**config.mk**
```make
export PLATFORM = sky130hd
export DESIGN_NAME = arb8_32bit_ctrl_flat
export DESIGN_NICKNAME = d
export VERILOG_FILES = /design/src/rtl/arb8_32bit_ctrl_if.sv /design/src/rtl/arb8_32bit_ctrl.sv /design/src/flat_wrapper.sv
export SDC_FILE = /design/constraint.sdc
export NUM_CORES = 1
export LEC_CHECK = 0
export BUFFER_PORTS_ARGS = -buffer_cell sky130_fd_sc_hd__buf_2
export CAP_MARGIN = 10
export CORE_MARGIN = 1.5
export CORE_UTILIZATION = 30
export CTS_CLUSTER_DIAMETER = 100
export DETAILED_ROUTE_END_ITERATION = 10
export PLACE_DENSITY_LB_ADDON = 0.05
export SLEW_MARGIN = 30
export SYNTH_ARGS = -nofsm -noshare
export SYNTH_HDL_FRONTEND = slang
export SYNTH_HIERARCHICAL = 1
export SYNTH_SLANG_ARGS = --single-unit
```
**constraint.sdc**
```tcl
create_clock -name clk -period 4 [get_ports clk]
set_input_delay 0.4 -clock clk [delete_from_list [all_inputs] [get_ports clk]]
set_output_delay 0.4 -clock clk [all_outputs]
set_load 0.03 [all_outputs]
```
**src/rtl/arb8_32bit_ctrl_if.sv**
```systemverilog
// Bundle for the 8-source arbiter: request/data from producers, registered word to the consumer.
// Latency: n/a (signal bundle only).
// Backpressure: out_ready from the consumer stalls the output register and suppresses ack.
interface arb8_32bit_ctrl_if;
   logic [7:0]  req;
   logic [31:0] src_in0;
   logic [31:0] src_in1;
   logic [31:0] src_in2;
   logic [31:0] src_in3;
   logic [31:0] src_in4;
   logic [31:0] src_in5;
   logic [31:0] src_in6;
   logic [31:0] src_in7;
   logic [7:0]  ack;
   logic [2:0]  sel;
   logic        out_valid;
   logic [31:0] out_data;
   logic [2:0]  out_src;
   logic        out_ready;

   // Arbiter side
   modport slave (
      input  req, src_in0, src_in1, src_in2, src_in3,
             src_in4, src_in5, src_in6, src_in7, out_ready,
      output ack, sel, out_valid, out_data, out_src
   );

   // Producer/consumer side
   modport master (
      output req, src_in0, src_in1, src_in2, src_in3,
             src_in4, src_in5, src_in6, src_in7, out_ready,
      input  ack, sel, out_valid, out_data, out_src
   );
endinterface

```
**src/rtl/arb8_32bit_ctrl.sv**
```systemverilog
// Round-robin (or fixed-priority) arbiter over eight 32-bit sources with a one-entry output register.
// Latency: 1 cycle from req to out_valid; 1 word/cycle sustained while out_ready is high.
// Backpressure: when full and out_ready is low, all registers hold and ack stays 0.

// Plain 8:1 32-bit word mux, steered by the arbiter's select.
module mux8_1_32bit (
   input  logic [2:0]  sel,
   input  logic [31:0] in0,
   input  logic [31:0] in1,
   input  logic [31:0] in2,
   input  logic [31:0] in3,
   input  logic [31:0] in4,
   input  logic [31:0] in5,
   input  logic [31:0] in6,
   input  logic [31:0] in7,
   output logic [31:0] out
);
   // Select one of the eight words
   always_comb begin
      out = in0;
      case (sel)
         3'd0: out = in0;
         3'd1: out = in1;
         3'd2: out = in2;
         3'd3: out = in3;
         3'd4: out = in4;
         3'd5: out = in5;
         3'd6: out = in6;
         3'd7: out = in7;
         default: out = in0;
      endcase
   end
endmodule

module arb8_32bit_ctrl #(
   parameter bit FIXED_PRIO = 1'b0
) (
   input logic              clk,
   input logic              rst_n,
   arb8_32bit_ctrl_if.slave bus
);
   typedef enum logic {EMPTY = 1'b0, FULL = 1'b1} state_t;

   state_t      state_q, state_d;
   logic [2:0]  ptr_q, ptr_d;
   logic [31:0] data_q, data_d;
   logic [2:0]  src_q, src_d;

   logic [2:0]  win;
   logic [2:0]  idx;
   logic [2:0]  sel_w;
   logic        any_req;
   logic        load;
   logic [31:0] mux_out;

   // Winner scan: walk from the farthest position back to ptr so the nearest set bit is kept
   always_comb begin
      win = ptr_q;
      idx = 3'd0;
      for (int k = 7; k >= 0; k--) begin
         idx = ptr_q + 3'(k);
         if (bus.req[idx]) win = idx;
      end
   end

   // Select, load and ack; reset forces select to 0 and blocks any grant
   always_comb begin
      any_req = |bus.req;
      sel_w   = rst_n ? win : 3'd0;
      load    = rst_n & any_req & ((state_q == EMPTY) | bus.out_ready);
   end

   assign bus.sel = sel_w;
   assign bus.ack = load ? (8'd1 << sel_w) : 8'd0;

   mux8_1_32bit u_mux (
      .sel (sel_w),
      .in0 (bus.src_in0),
      .in1 (bus.src_in1),
      .in2 (bus.src_in2),
      .in3 (bus.src_in3),
      .in4 (bus.src_in4),
      .in5 (bus.src_in5),
      .in6 (bus.src_in6),
      .in7 (bus.src_in7),
      .out (mux_out)
   );

   // Next state: load captures the winner and advances ptr; an unrefilled accept drains to EMPTY
   always_comb begin
      state_d = state_q;
      ptr_d   = ptr_q;
      data_d  = data_q;
      src_d   = src_q;
      if (load) begin
         state_d = FULL;
         data_d  = mux_out;
         src_d   = sel_w;
         ptr_d   = FIXED_PRIO ? 3'd0 : (sel_w + 3'd1);
      end else if ((state_q == FULL) && bus.out_ready) begin
         state_d = EMPTY;
      end
   end

   // State and output registers; reset discards any held word
   always_ff @(posedge clk or negedge rst_n) begin
      if (!rst_n) begin
         state_q <= EMPTY;
         ptr_q   <= 3'd0;
         data_q  <= 32'd0;
         src_q   <= 3'd0;
      end else begin
         state_q <= state_d;
         ptr_q   <= ptr_d;
         data_q  <= data_d;
         src_q   <= src_d;
      end
   end

   assign bus.out_valid = (state_q == FULL);
   assign bus.out_data  = data_q;
   assign bus.out_src   = src_q;
endmodule

```
**src/flat_wrapper.sv**
```systemverilog
// flat-port wrapper written by rule: the top's interface ports become plain ports
module arb8_32bit_ctrl_flat 
#(
   parameter bit FIXED_PRIO = 1'b0
)
  (clk, rst_n, bus_req, bus_src_in0, bus_src_in1, bus_src_in2, bus_src_in3, bus_src_in4, bus_src_in5, bus_src_in6, bus_src_in7, bus_out_ready, bus_ack, bus_sel, bus_out_valid, bus_out_data, bus_out_src);
  arb8_32bit_ctrl_if bus_i ();
  input logic clk;
  input logic rst_n;
  input wire logic [$bits(bus_i.req)-1:0] bus_req;
  input wire logic [$bits(bus_i.src_in0)-1:0] bus_src_in0;
  input wire logic [$bits(bus_i.src_in1)-1:0] bus_src_in1;
  input wire logic [$bits(bus_i.src_in2)-1:0] bus_src_in2;
  input wire logic [$bits(bus_i.src_in3)-1:0] bus_src_in3;
  input wire logic [$bits(bus_i.src_in4)-1:0] bus_src_in4;
  input wire logic [$bits(bus_i.src_in5)-1:0] bus_src_in5;
  input wire logic [$bits(bus_i.src_in6)-1:0] bus_src_in6;
  input wire logic [$bits(bus_i.src_in7)-1:0] bus_src_in7;
  input wire logic [$bits(bus_i.out_ready)-1:0] bus_out_ready;
  output wire logic [$bits(bus_i.ack)-1:0] bus_ack;
  output wire logic [$bits(bus_i.sel)-1:0] bus_sel;
  output wire logic [$bits(bus_i.out_valid)-1:0] bus_out_valid;
  output wire logic [$bits(bus_i.out_data)-1:0] bus_out_data;
  output wire logic [$bits(bus_i.out_src)-1:0] bus_out_src;
  assign bus_i.req = bus_req;
  assign bus_i.src_in0 = bus_src_in0;
  assign bus_i.src_in1 = bus_src_in1;
  assign bus_i.src_in2 = bus_src_in2;
  assign bus_i.src_in3 = bus_src_in3;
  assign bus_i.src_in4 = bus_src_in4;
  assign bus_i.src_in5 = bus_src_in5;
  assign bus_i.src_in6 = bus_src_in6;
  assign bus_i.src_in7 = bus_src_in7;
  assign bus_i.out_ready = bus_out_ready;
  assign bus_ack = bus_i.ack;
  assign bus_sel = bus_i.sel;
  assign bus_out_valid = bus_i.out_valid;
  assign bus_out_data = bus_i.out_data;
  assign bus_out_src = bus_i.out_src;
  arb8_32bit_ctrl #(.FIXED_PRIO(FIXED_PRIO)) u_core (.clk(clk), .rst_n(rst_n), .bus(bus_i));
endmodule
```
==> parameters.txt <==
Parameter                              Value

Cells and area
  Filler Cells Inserted ... 1,736
  Share of post-route cells with drive strength above 1 ... 49.5%
  Area delta synth->final ... 43.0%
  Area of the multi-input gates ... 3750 um2
  Core utilization of the finished layout ... 43.6%
  Area of all sequential standard cells ... 977 um2
  NumNets Final ... 1,201

Global routing
  Initial antenna violation count ... 1
  Via count of the first global-routing pass ... 6,303
  GR Layer Usage met1 ... 32.9%
  Total routing resource utilization after global routing ... 26.4%
  Total grt overflow ... 0
  Global-route wire length before repair ... 35,700 um
  GRT met3 Usage ... 4.87%
  GRT Max-Usage Layer ... met2
  Routing usage on met2 ... 46.9%
  Largest net degree at the start of global routing ... 40

Worst setup path
  Type of the worst setup path ... reg2out
  Startpoint of the most critical register-to-register path ... u_core/ptr_q[0]
  Minimum setup slack among reg-to-reg paths ... 0.31 ns
  Endpoint of the worst-slack reg-to-reg timing path ... u_core/bus.out_data[24]
  Maximum net fanout on the critical path ... 14
  Crit path capture type ... primary output
  Data arrival time of the critical path ... 3.41 ns
  R2R cell count ... 14
  Critical Path Start Type ... register
  Required time worst endpoint ... 3.60 ns

Routing
  TritonRoute pass-1 iters ... 6
  Final routed DRC violation total ... 0
  Number of design-rule violations left by the first detailed-router iteration ... 421
  Detailed-route wire length per cell ... 21.1 um
  Ratio of routed vias to standard cells ... 5.33
  Post-detailed-routing wire length ... 24,300 um
  Post-route ant nets ... 0
  Number of vias in the routed layout ... 6,118

Clocking
  Number of clock buffers inserted by TritonCTS ... 5
  Level count of the clock H-tree ... 2
  Count of clock tree sinks ... 39
  Clk pin slew, worst setup/hold paths ... 0.06 ns
  CTS tree ... done
  Root buffer cell ... sky130_fd_sc_hd__clkbuf_16
  Max Root-Sink Buffers ... 2
  Clock latency on the worst-skew pair ... 0.28 ns

Power and ir drop
  Worst IR drop on VDD ... 0.311 mV
  Pwr per Cell Area ... 890 nW/um2
  Leakage power ... 3.46 nW

Yosys
  Top FF cell, synth ... sky130_fd_sc_hd__dfrtp_1
  Main combinational cell family by area after synthesis ... compound AO/OA/AOI/OAI gates
  Ys async rst share ... 100%
  Mux cell area share after synthesis ... 17.0%
  Post-synth top area share ... 19.4%
  Gate count of the mapped netlist ... 624
  Arithmetic-cell share of the synthesized area counting full adders, half adders and majority gates ... 1.99%
  Number of enable-type register cells in the synthesized netlist ... 0
  Compound-cell area share of the yosys netlist ... 31.8%
  Most area-consuming cells after synthesis ... sky130_fd_sc_hd__dfrtp_1 19%, sky130_fd_sc_hd__nand2_1 9.0%, sky130_fd_sc_hd__a22oi_1 8.4%
  Synth Area in XOR/XNOR ... 1.07%
  Dominant cell by count in the synthesized netlist ... sky130_fd_sc_hd__nand2_1
  Area of the mapped netlist ... 5020 um2
  Warnings, synthesis ... 6
  Post-Synth Simple-Gate Area ... 20.9%
  Per-instance average area after synthesis ... 8.05 um2
  Number of distinct library cells after synthesis ... 63
  Cell type with the largest total area after synthesis ... sky130_fd_sc_hd__dfrtp_1
  Count of state elements after synthesis ... 39
  Top cells by count, synth ... 121 x sky130_fd_sc_hd__nand2_1, 56 x sky130_fd_sc_hd__a22oi_1, 43 x sky130_fd_sc_hd__nor2_1
  Sequential-to-total area share from yosys stat ... 19.4%
  Total nets after synthesis ... 899

Placement
  HPWL after DPL ... 19,200 um
  Count of buffers from port buffering ... 313
  Post-place setup slack ... -0.0814 ns
  Routability cong. ... 0.977

Floorplanning
  Height of the die ... 132 um
  Top-level I/O count ... 314
  Horizontal die dimension ... 132 um
  Total die area ... 17,500 um2
  Starting Density ... 30.5%
  Number of core rows ... 47
  Core Area ... 16,500 um2

STA
  Period Utilization, post-route ... 95.3%
  Slew headroom ... 56.6%
  Final setup violation count ... 0
  Final critical-path setup slack ... 0.187 ns
  Minimum period implied by the final worst setup slack ... 3.81 ns
  Fmax achieved ... 262 MHz
  Final Slew Violations ... 0
  Final Hold Viols ... 0
  Worst setup skew after layout ... 0.00564 ns
  Setup repair after global routing missed its margin ... true
  Worst-Margin Slew ... 0.650 ns

Flow run
  Number of maximum-capacitance constraint violations ... 0

Run status
  Outcome ... complete, no violations

Worst hold path
  Type of the worst min-delay path ... in2async
-- critical path, stage by stage, from the launching register on --
cell	delay, ns
sky130_fd_sc_hd__dfrtp_1	0.38
sky130_fd_sc_hd__inv_2	0.07
sky130_fd_sc_hd__ha_4	0.38
sky130_fd_sc_hd__mux2i_2	0.31
sky130_fd_sc_hd__mux2i_1	0.19
sky130_fd_sc_hd__o221a_1	0.32
sky130_fd_sc_hd__o32ai_4	0.35
sky130_fd_sc_hd__a211oi_2	0.14
sky130_fd_sc_hd__buf_4	0.16
sky130_fd_sc_hd__a21oi_1	0.24
sky130_fd_sc_hd__ha_1	0.21
sky130_fd_sc_hd__nand2_1	0.07
sky130_fd_sc_hd__nor2b_1	0.13
sky130_fd_sc_hd__buf_2	0.20
-- sequential cells by signal, summed over array words and instances, names as in the netlist --
signal                count
u_core/ptr_q              3
u_core/bus.out_data      32
u_core/bus.out_src        3
u_core/bus.out_valid      1
-- cells by family after synthesis --
family | count (synthesis)
and+or+nand+nor | 230
AOI/OAI and AO/OA | 208
buffers and inverters | 71
muxes | 64
DFF | 39
adders and majority gates | 8
xor gates and xnor gates | 4
-- what timing repair did --
item | 4_1_cts | 5_1_grt
hold buffers | 0 | 0
gates resized for setup | 3 | 11
cloned | 0 | 1
setup buffers | 2 | 2
setup endpoints to repair | 11 | 40
pin swaps | 1 | 2
-- cells in the final DEF (no fill, tap or decap), types with 25 or more instances in the layout --
master,count
sky130_fd_sc_hd__dfrtp_1,38
sky130_fd_sc_hd__a21bo_2,25
sky130_fd_sc_hd__buf_4,32
sky130_fd_sc_hd__buf_2,313
sky130_fd_sc_hd__nor2_1,41
sky130_fd_sc_hd__a22oi_1,56
sky130_fd_sc_hd__nand2_1,121
sky130_fd_sc_hd__nand2b_1,35
sky130_fd_sc_hd__a31oi_1,30
sky130_fd_sc_hd__o211ai_1,28
sky130_fd_sc_hd__mux2_2,35
-- routing by layer --
layer / wire length, um / up-vias
li1: - / 2927
met1: 9980 / 2887
met2: 12100 / 273
met3: 1570 / 31
met4: 573 / 0
met5: 0 / -
-- cell type report --
| type | count | area share (%) |
|---|---|---|
| flip-flops and latches | 39 | 13.6 |
| well taps | 220 | 3.83 |
| repair buffers | 355 | 27.9 |
| multi-input cells | 514 | 52.1 |
| diodes | 1 | 0.0348 |
| clock inverters | 2 | 0.174 |
| clock buffers | 6 | 1.79 |
| inverters | 11 | 0.575 |
-- through the flow --
stage / hold slack [ns] / cells / TNS, ns / cell area (um2) / power [mW]
after floorplan: 0.104 / 624 / 0 / 5040 / 4.26
after global placement: 0.319 / 1134 / -0.00249 / 6920 / 5.77
after detailed placement: 0.312 / 1134 / -0.109 / 6920 / 5.80
after CTS: 0.0106 / 1144 / 0 / 7090 / 6.28
after global routing: 0.0243 / 1148 / -0.0231 / 7190 / 6.84
final: 0.0107 / 1148 / 0 / 7190 / 6.40
-- worst max path at each step --
stage / start / endpoint / slack, ns
CTS: u_core/ptr_q[0] / bus_ack[1] / 0.009
detailed placement: u_core/ptr_q[0] / u_core/bus.out_data[9] / -0.08
global placement: u_core/ptr_q[0] / u_core/bus.out_data[9] / -0.002
global route: u_core/ptr_q[0] / bus_ack[4] / -0.02
finish: u_core/ptr_q[0] / bus_ack[0] / 0.19
floorplan: u_core/ptr_q[0] / u_core/bus.out_data[23] / 0.006
-- report_power, final --
group | internal (mW) | total [mW] | switching (mW)
Sequential | 0.588 | 0.722 | 0.134
Clock | 0.231 | 0.397 | 0.167
Combinational | 2.17 | 5.28 | 3.11
Total | 2.98 | 6.40 | 3.41
Note: power is estimated with default switching activity, not from simulation.
